--- config.mk ---
export PLATFORM = sky130hd
export DESIGN_NAME = stream_mux2_rr
export DESIGN_NICKNAME = d
export VERILOG_FILES = /design/src/rtl/stream_mux2_rr.sv
export SDC_FILE = /design/constraint.sdc
export NUM_CORES = 1
export LEC_CHECK = 0
export BUFFER_PORTS_ARGS = -buffer_cell sky130_fd_sc_hd__buf_2
export CORE_MARGIN = 2
export CORE_UTILIZATION = 30
export CTS_CLUSTER_DIAMETER = 60
export CTS_CLUSTER_SIZE = 28
export DETAILED_ROUTE_END_ITERATION = 12
export GPL_TIMING_DRIVEN = 0
export PLACE_DENSITY = 0.72
export SLEW_MARGIN = 20
export SYNTH_ARGS = -nofsm -noshare
export SYNTH_HDL_FRONTEND = slang
export SYNTH_SLANG_ARGS = --single-unit
--- constraint.sdc ---
create_clock -name clk -period 1.6 [get_ports clk]
set_input_delay 0.08 -clock clk [delete_from_list [all_inputs] [get_ports clk]]
set_output_delay 0.08 -clock clk [all_outputs]
set_load 0.03 [all_outputs]
--- src/rtl/stream_mux2_rr.sv ---
// ============================================================================
// Module   : stream_mux2_rr
// Purpose  : 2:1 valid/ready stream merger with round-robin arbitration and a
//            registered output stage. Each output beat is tagged with its
//            source channel on out_sel.
// Options  : STREAM_MUX2_PKT_LOCK_EN -- packet-atomic arbitration keyed on inX_last
// Revision : 1.0 - initial release
// ============================================================================
`default_nettype none

module stream_mux2_rr #(
    parameter int W = 8
) (
    input  logic         clk,
    input  logic         rst_n,

    input  logic         in0_valid,
    output logic         in0_ready,
    input  logic [W-1:0] in0_data,
    input  logic         in0_last,

    input  logic         in1_valid,
    output logic         in1_ready,
    input  logic [W-1:0] in1_data,
    input  logic         in1_last,

    output logic         out_valid,
    input  logic         out_ready,
    output logic [W-1:0] out_data,
    output logic         out_sel,
    output logic         out_last
);

    logic         out_valid_q, out_valid_d;
    logic [W-1:0] out_data_q,  out_data_d;
    logic         out_sel_q,   out_sel_d;
    logic         out_last_q,  out_last_d;
    logic         prio_q,      prio_d;

    logic         w_ld;
    logic         w_gnt_vld;
    logic         w_gnt_ch;
    logic         w_xfer;
    logic         w_xfer_last;

`ifdef STREAM_MUX2_PKT_LOCK_EN
    logic         lock_q,    lock_d;
    logic         lock_ch_q, lock_ch_d;
`endif

    assign w_ld = ~out_valid_q | out_ready;

    // Grant: per-beat round robin, or pinned to the locked channel mid-packet.
    always_comb begin
        w_gnt_vld = 1'b0;
        w_gnt_ch  = 1'b0;
`ifdef STREAM_MUX2_PKT_LOCK_EN
        if (lock_q) begin
            w_gnt_vld = lock_ch_q ? in1_valid : in0_valid;
            w_gnt_ch  = lock_ch_q;
        end else
`endif
        if (in0_valid && in1_valid) begin
            w_gnt_vld = 1'b1;
            w_gnt_ch  = prio_q;
        end else if (in0_valid) begin
            w_gnt_vld = 1'b1;
            w_gnt_ch  = 1'b0;
        end else if (in1_valid) begin
            w_gnt_vld = 1'b1;
            w_gnt_ch  = 1'b1;
        end
    end

    assign in0_ready   = w_ld & w_gnt_vld & ~w_gnt_ch;
    assign in1_ready   = w_ld & w_gnt_vld &  w_gnt_ch;
    assign w_xfer      = w_ld & w_gnt_vld;
    assign w_xfer_last = w_gnt_ch ? in1_last : in0_last;

    always_comb begin
        out_valid_d = out_valid_q;
        out_data_d  = out_data_q;
        out_sel_d   = out_sel_q;
        out_last_d  = out_last_q;
        prio_d      = prio_q;
        if (w_xfer) begin
            out_valid_d = 1'b1;
            out_data_d  = w_gnt_ch ? in1_data : in0_data;
            out_sel_d   = w_gnt_ch;
            out_last_d  = w_xfer_last;
            prio_d      = ~w_gnt_ch;
        end else if (w_ld) begin
            // Output drained with nothing granted: drop valid, keep payload.
            out_valid_d = 1'b0;
        end
    end

`ifdef STREAM_MUX2_PKT_LOCK_EN
    always_comb begin
        lock_d    = lock_q;
        lock_ch_d = lock_ch_q;
        if (w_xfer) begin
            lock_d    = ~w_xfer_last;
            lock_ch_d = w_gnt_ch;
        end
    end

    always_ff @(posedge clk or negedge rst_n) begin
        if (!rst_n) begin
            lock_q    <= 1'b0;
            lock_ch_q <= 1'b0;
        end else begin
            lock_q    <= lock_d;
            lock_ch_q <= lock_ch_d;
        end
    end
`else
`endif

    always_ff @(posedge clk or negedge rst_n) begin
        if (!rst_n) begin
            out_valid_q <= 1'b0;
            out_data_q  <= '0;
            out_sel_q   <= 1'b0;
            out_last_q  <= 1'b0;
            prio_q      <= 1'b0;
        end else begin
            out_valid_q <= out_valid_d;
            out_data_q  <= out_data_d;
            out_sel_q   <= out_sel_d;
            out_last_q  <= out_last_d;
            prio_q      <= prio_d;
        end
    end

    assign out_valid = out_valid_q;
    assign out_data  = out_data_q;
    assign out_sel   = out_sel_q;
    assign out_last  = out_last_q;

endmodule

`default_nettype wire

==> results of run 1 <==
cells in the final DEF, fill, tap and decap left out:
master	n
nand2_1	1
buf_2	36
clkbuf_4	3
and3_4	1
nor2_1	1
and3_1	9
dlygate4sd3_1	1
nand2b_4	1
a221o_1	8
a21o_2	2
dfrtp_1	12
buf_6	1
a221o_2	1
and2_1	1
nand2b_1	1
o21ai_0	1
a21boi_2	1
worst reg2reg max path, delay by kind of cell (launching register included):
family / cells / cell delay, ns
AO/OA/AOI/OAI: 1 / 0.35
flip-flops: 1 / 0.41
buffers and inverters: 1 / 0.13
AND/OR/NAND/NOR: 2 / 0.34
final cells by class:
type	instances	share of cell area (%)
Sequential cell	12	38.4
Multi-Input combinational cell	28	29.0
Clock buffer	3	2.88
Tap cell	25	4.00
Timing Repair Buffer	36	23.7
Buffer	2	2.08
routing by layer:
| layer | up-vias | part of all wire [%] | track usage, % |
|---|---|---|---|
| met2 | 27 | 46 | 21.7 |
| met4 | 0 | 5.4 | 14.9 |
| met1 | 232 | 41 | 16.7 |
| met3 | 7 | 8.2 | 3.14 |
| met5 | - | 0 | 0 |
| li1 | 248 | - | - |
power breakdown:
part | switching [W] | internal [W]
logic | 0.000166 | 0.000108
clock network | 0.0000893 | 0.0000870
registers | 0.0000256 | 0.000349
registers in the layout (all words and copies together) (netlist names):
signal / cells
out_data: 8
out_last: 1
out_sel: 1
out_valid: 1
prio_q: 1
timing repair:
action                     in CTS  in global routing
pin swaps                       0                  0
buffers inserted                0                  0
hold buffers                    1                  0
gates resized for setup         1                  0
setup endpoints to repair       1                  1
hold endpoints to repair       12                  0
Yosys cell counts (all sizes together):
cell type	number	area, sq um
a21o	2	17.5
o21ai	1	5.00
nor2	1	3.75
nand2	1	3.75
a221o	9	91.3
buf	2	16.3
dfrtp	12	300
nand2b	2	20.0
clkbuf	1	3.75
and3	10	67.6
a21boi	1	7.51
and2	1	6.26
final timing paths:
kind / startpoint / to / slack [ns] / depth (start not counted)
hold reg to reg: out_data[0] / out_data[0] / 0.51 / 1
setup / recovery: prio_q / in0_ready / 0.12 / 3
setup reg to reg: prio_q / out_data[2] / 0.26 / 4
max in group asynchronous: rst_n / out_data[7] / 1.17 / 2
min in group asynchronous: rst_n / out_sel / 0.22 / 2
hold / removal: in1_data[5] / out_data[5] / 0.04 / 2
per-stage QoR:
step           cells  area [sq um]
2_1_floorplan     43           543
3_3_place_gp     103           749
3_5_place_dp     103           749
4_1_cts          107           786
5_1_grt          106           782
6_report         106           782
kinds of logic (layout without fill, tap and decap cells):
| family | Yosys count | after routing | synth area share (%) |
|---|---|---|---|
| AO/OA/AOI/OAI | 13 | 13 | 22.4 |
| buffers and inverters | 3 | 41 | 3.68 |
| flip-flops | 12 | 12 | 55.3 |
| AND/OR/NAND/NOR | 15 | 15 | 18.7 |
==> metrics.cfg, run 1 <==
[timing]
slew_headroom_pct=76.0
rsz0062_at_grt=no
period_share_pct=92.8
worst_slack_ns=0.115
post-route-min-period_ns=1.48
fin_skew_ns=0.00128
tightest_slew_ns=0.358
fin_setup_tns_ns=0
hold_viol=0
timing.hold.ws_ns=0.0422
drv_slew=0
report.final.setup_viol=0
max_freq_ghz=0.673

[yosys]
synth.avg_cell_area_sq_um=12.6
ys_seq_area_share_pct=55.3
syn-cell-area_sq_um=543
ys_ff_latch=12
postSynthCellCount=43
ys_types=16
yosys_warnings=0
syn_nets=66

[floorplan]
rows=15
io_pins=36
die_y_microns=46.5
start_util_pct=31.8
dieArea_sq_mm=0.00217
dieWidth_microns=46.5
core_sq_mm=0.00171

[power]
p_per_area_mw_per_mm2=1060
p_leak_nw=0.436
peakVddDrop_mv=0.351
power_w=0.000826

[detailed_routing]
ant_nets=0
drt_first_iter_violations=6
via_per_inst=4.85
wl_mm=1.33
drtPass1Iterations=4
drc_errors=0
wire_per_inst_microns=12.6
vias=514

[clock_network]
numCtsBuffers=3
htreeDepth=1
cts-root-buf=clkbuf_4
clk_path_buf_depth=2
cts.clk_slew.worst_paths_ns=0.07
cts.sinks=12
cts_tree=yes
clk_latency_ns=0.26

[global_route]
grt_pass1_vias=497
grt_max_degree=13
antenna_found_initial=0
grt-ovfl-total=0
grt.total_usage_pct=14.6
grt_pass1_wl_mm=2.07

[final_layout]
num_antenna_cells=0
fin_util_pct=45.8
multi_input_area_sq_um=226
layout.nets=106
fill_cells=175
syn_to_final_growth_pct=44.0
seq_area_sq_um=300
layout-drive-gt1-share_pct=56.8

[run]
cap_violations=0

[placed_design]
place_ws_ns=0.213
gp_congestion=0.701
hpwl_microns=998
io_buffers=35

[critical_path]
cp-end-kind=primary output
critical-path-top-delay-family=flip-flops
slowest_delay_ns=0.41
critPathSlowestCell=dfrtp_1
crit_chain=a21boi_2, and2_1, buf_2
critical_path.startpoint_type=flip-flop
cp_max_fo=10
crit_arrival_ns=1.40
crit_buf_inv=1
required_ns=1.52
criticalPathCategory=reg2out

[worst_hold_path]
hp-class=in2reg

[status]
status=finished, final reports clean

Note: power is estimated with default switching activity, not from simulation.
==> inputs of run 2 (changes only) <==
- PLACE_DENSITY: 0.72 -> 0.58
==> run 2 against run 1 <==
  * Routed wire length rose by 1.5%
  * Clock skew barely moved
  * Cell count rose by 0.94%
  * Largest cell class unchanged
  * Maximum frequency rose by 2.4%
==> metrics.cfg, run 2 (same netlist as run 1, synthesis figures left out) <==
[status]
status=finished, final reports clean

[global_route]
grt_max_degree=13
grt.total_usage_pct=14.3
grt_pass1_wl_mm=2.08
met1_usage_pct=19.3
antenna_found_initial=0
grt-ovfl-total=0
grtUsageMet2_pct=19.4
grt_busiest_layer=met2
grt_pass1_vias=463
use_met3_pct=3.53

[timing]
max_freq_ghz=0.690
post-route-min-period_ns=1.45
rsz0062_at_grt=no
slew_headroom_pct=81.3
drv_slew=0
fin_skew_ns=0.00165
period_share_pct=90.6
timing.hold.ws_ns=0.0296
hold_viol=0
fin_setup_tns_ns=0
tightest_slew_ns=0.280
report.final.setup_viol=0

[final_layout]
seq_area_sq_um=300
layout_commonest_cell=buf_2
layout-drive-gt1-share_pct=57.3
fill_cells=180
finalInstanceArea_sq_um=803
largest_reg_flops=8
syn_to_final_growth_pct=47.9
layout.nets=106
multi_input_area_sq_um=234
num_antenna_cells=0
final_cell_mix=buf_2, dfrtp_1, and3_1

[power]
switching_share_pct=33.6
peakVddDrop_mv=0.355
pwr-share-clk_pct=27.6
internal_power_w=0.000598
power.switching_w=0.000303
p_seq_share_pct=41.7
pwr-share-comb_pct=30.7
p_leak_nw=0.448
power_w=0.000900
p_per_area_mw_per_mm2=1120

[placed_design]
hpwl_microns=976
gp_congestion=0.704
io_buffers=35
place_area_sq_um=749

[floorplan]
dieWidth_microns=46.5
die_y_microns=46.5
rows=15
core_sq_mm=0.00171
start_util_pct=31.8
io_pins=36
dieArea_sq_mm=0.00217

[clock_network]
cts-root-buf=clkbuf_4
cts_tree=yes
cts.sinks=12
cts.clk_slew.worst_paths_ns=0.08
htreeDepth=1
numCtsBuffers=3
clk_latency_ns=0.28
clk_path_buf_depth=2

[worst_hold_path]
hp-class=in2reg

[detailed_routing]
wire_per_inst_microns=12.7
vias=510
drc_errors=0
via_per_inst=4.77
wl_mm=1.35
ant_nets=0
drt_first_iter_violations=7
drtPass1Iterations=3

[critical_path]
required_ns=1.52
cp-end-kind=primary output
critPathSlowestCell=dfrtp_1
slowest_delay_ns=0.41
cp_max_fo=13
criticalPathCategory=reg2out
critical_path.startpoint_type=flip-flop
crit_arrival_ns=1.37
crit_chain=nand2b_4, and3_4, buf_6, buf_2

[run]
cap_violations=0

[run 2: cell count changes in the layout (fill, tap and decap cells not counted), sizes merged]
cell and delta:
clkbuf +1
[run 2: worst paths after layout]
path                             start     endpoint  slack [ns]  cells past startpoint
setup reg to reg                prio_q  out_data[7]        0.25                      4
hold / removal             in1_data[0]  out_data[0]        0.03                      2
setup / recovery             out_valid    in1_ready        0.15                      4
min in group asynchronous        rst_n  out_data[2]        0.21                      2
hold reg to reg                out_sel      out_sel        0.50                      1
max in group asynchronous        rst_n  out_data[7]        1.18                      2
[run 2: power groups by stage]
stage	Clock [W]	Sequential, W	Combinational [W]
finish	0.000249	0.000375	0.000276
global route	0.000271	0.000381	0.000298
CTS	0.000260	0.000374	0.000279
detailed placement	0	0.000379	0.000275
global placement	0	0.000379	0.000274
floorplan	0	0.000466	0.0000903
[run 2: what timing repair did]
action                                  CTS  global route
endpoints found under the setup margin    1             1
hold buffers                              1             0
endpoints found under the hold margin    12             0
resized for setup                         1             1
setup buffers                             0             0
[run 2: per-layer routing]
| layer | vias to the layer above | wire, microns | share of wire (%) |
|---|---|---|---|
| met5 | - | 0 | 0 |
| met4 | 0 | 29 | 2.1 |
| met3 | 4 | 78 | 5.8 |
| met2 | 23 | 604 | 45 |
| met1 | 236 | 642 | 47 |
| li1 | 247 | - | - |
[run 2: area by class of cell]
| class | instances | area share (%) |
|---|---|---|
| timing repair buffer | 36 | 23.1 |
| buffer | 2 | 2.02 |
| multi-input combinational | 28 | 29.1 |
| sequential | 12 | 37.4 |
| clock buffer | 4 | 4.52 |
| tap | 25 | 3.89 |
[run 2: metrics by stage]
step,utilization [%],instances,setup slack (ns)
3_5_place_dp,43.9,103,0.189
5_1_grt,47.0,107,0.0640
3_3_place_gp,43.9,103,0.172
4_1_cts,46.8,108,0.0108
2_1_floorplan,-,43,0.217
6_report,47.0,107,0.150
[run 2: worst max-delay path, delay by kind of cell, from the launching register on]
kind                   cells  cell delay [ns]
DFF                        1             0.41
buffers and inverters      2             0.33
and+or+nand+nor            2             0.34
==> inputs of run 3 (changes only) <==
--- a/config.mk
+++ b/config.mk
@@ -13,5 +13,7 @@
 export DETAILED_ROUTE_END_ITERATION = 12
 export GPL_TIMING_DRIVEN = 0
+export HOLD_SLACK_MARGIN = 0.03
 export PLACE_DENSITY = 0.58
+export SETUP_SLACK_MARGIN = 0.3
 export SLEW_MARGIN = 20
 export SYNTH_ARGS = -nofsm -noshare
==> constraint.sdc (replaced) <==
create_clock -name clk -period 1.6 [get_ports clk]
set_input_delay 0.08 -clock clk [delete_from_list [all_inputs] [get_ports clk]]
set_output_delay 0.08 -clock clk [all_outputs]
set_load 0.02 [all_outputs]
==> run 3 against run 2 <==
  * Maximum frequency rose by 10%
  * Clock skew rose by 0.0017 ns
  * Sequential power barely moved
  * Clock-buffer cell count did not move
  * First-iteration DRC count fell by 57%
  * Die area did not move
  * Final area rose by 17%
  * Hold slack improved by 0.0073 ns
  * Critical path depth did not move
  * Register-to-register slack improved by 0.03 ns
  * Total power rose by 0.87%
  * Largest cell class is now non-clock buffers
  * Highest routed layer unchanged
==> metrics.cfg, run 3 (same netlist as run 1, synthesis figures left out) <==
[clock_network]
cts_tree=yes
numCtsBuffers=3
clk_path_buf_depth=2
clk_latency_ns=0.28
cts.clk_slew.worst_paths_ns=0.08
cts.sinks=12
cts-root-buf=clkbuf_4
htreeDepth=1

[global_route]
grt.total_usage_pct=15.4
grt_pass1_wl_mm=2.19
grt_max_degree=13
antenna_found_initial=0
grt-ovfl-total=0
grt_pass1_vias=505

[detailed_routing]
drt_first_iter_violations=3
vias=557
wire_per_inst_microns=13.0
drc_errors=0
drtPass1Iterations=4
via_per_inst=4.68
ant_nets=0
wl_mm=1.55

[timing]
post-route-min-period_ns=1.32
timing.hold.ws_ns=0.0369
rsz0062_at_grt=yes
period_share_pct=82.4
hold_viol=0
slew_headroom_pct=81.5
tightest_slew_ns=0.278
max_freq_ghz=0.759
fin_setup_tns_ns=0
report.final.setup_viol=0
fin_skew_ns=0.00339
drv_slew=0

[power]
p_leak_nw=0.515
p_seq_share_pct=41.2
peakVddDrop_mv=0.412
switching_share_pct=30.2
p_per_area_mw_per_mm2=968
pwr-share-clk_pct=27.0
internal_power_w=0.000634
pwr-share-comb_pct=31.8
power.switching_w=0.000275

[floorplan]
dieWidth_microns=46.5
dieArea_sq_mm=0.00217
core_sq_mm=0.00171
die_y_microns=46.5
io_pins=36
start_util_pct=31.8
rows=15

[final_layout]
layout_commonest_cell=buf_2
final_cell_mix=buf_2, dfrtp_1, and3_1
layout-drive-gt1-share_pct=59.6
num_antenna_cells=0
syn_to_final_growth_pct=72.8
finalInstanceArea_sq_um=938
layout.nets=118
largest_reg_flops=8

[critical_path]
crit_arrival_ns=1.48
critical_path.startpoint_type=flip-flop
reg2reg_slack_ns=0.28
cp_max_fo=5
rr_endpoint=out_data[0]
criticalPathCategory=reg2reg
required_ns=1.76
cp-end-kind=flip-flop
rr_startpoint=prio_q
reg2regPathDepth=4

[placed_design]
hpwl_microns=965
gp_congestion=0.681
place_area_sq_um=751
io_buffers=35

[run]
cap_violations=0

[worst_hold_path]
whs_endpoint=out_data[7]
hp-start=in1_data[7]
hp-class=in2reg
holdPathStages=2

[status]
status=finished, final reports clean

run 3: cell types whose count changed in the layout (fill, tap and decap cells not counted), moves of 2 or more:
cell,before,now
buf_4,0,5
buf_2,36,34
dlygate4sd3_1,1,7
buf_6,1,3
run 3: worst max-delay path by stage:
stage | startpoint | cells after the start | end | slack (ns)
6_report | prio_q | 4 | out_data[0] | 0.28
5_1_grt | out_valid | 4 | in1_ready | 0.25
4_1_cts | out_valid | 4 | in1_ready | 0.29
3_5_place_dp | prio_q | 3 | in0_ready | 0.18
3_3_place_gp | prio_q | 3 | in0_ready | 0.17
2_1_floorplan | prio_q | 4 | out_data[0] | 0.34
run 3: what timing repair did:
| item | 4_1_cts | 5_1_grt |
|---|---|---|
| gates cloned | 1 | 0 |
| gates resized for setup | 10 | 3 |
| endpoints found under the hold margin | 16 | 2 |
| endpoints found under the setup margin | 12 | 10 |
| hold buffers | 5 | 2 |
| pin swaps | 2 | 4 |
| buffers inserted | 2 | 2 |
run 3: cell type report:
| class | instances | area, sq um |
|---|---|---|
| clock buffer | 4 | 36.3 |
| sequential | 12 | 302 |
| buffer | 3 | 32.5 |
| fill | 152 | 769 |
| multi-input combinational | 28 | 244 |
| timing repair buffer | 47 | 293 |
| tap | 25 | 31.3 |
run 3: critical path, cell delays in order (launching register included):
cell,delay (ns)
dfrtp_1,0.39
nand2b_4,0.13
and3_4,0.18
buf_2,0.15
a221o_1,0.35
run 3: metrics by stage:
step	util [%]	power (W)	setup WS [ns]	std cells
after global placement	44.0	0.000617	0.166	103
after global routing	54.9	0.000962	0.252	119
after CTS	52.3	0.000901	0.294	115
final	54.9	0.000908	0.282	119
after floorplan	-	0.000521	0.341	43
after detailed placement	44.0	0.000619	0.181	103
run 3: power by group through the flow:
stage	clock network [W]	registers [W]	logic [W]
after floorplan	0	0.000433	0.0000873
final	0.000245	0.000374	0.000289
after detailed placement	0	0.000380	0.000239
after CTS	0.000252	0.000374	0.000276
after global routing	0.000272	0.000379	0.000311
after global placement	0	0.000379	0.000238
run 3: layer usage:
| layer | share of wire [%] | routed length (microns) | track usage [%] |
|---|---|---|---|
| met5 | 0 | 0 | 0 |
| met4 | 2.2 | 34 | 10.3 |
| met3 | 6.6 | 103 | 3.92 |
| met1 | 47 | 722 | 19.1 |
| met2 | 45 | 691 | 23.3 |
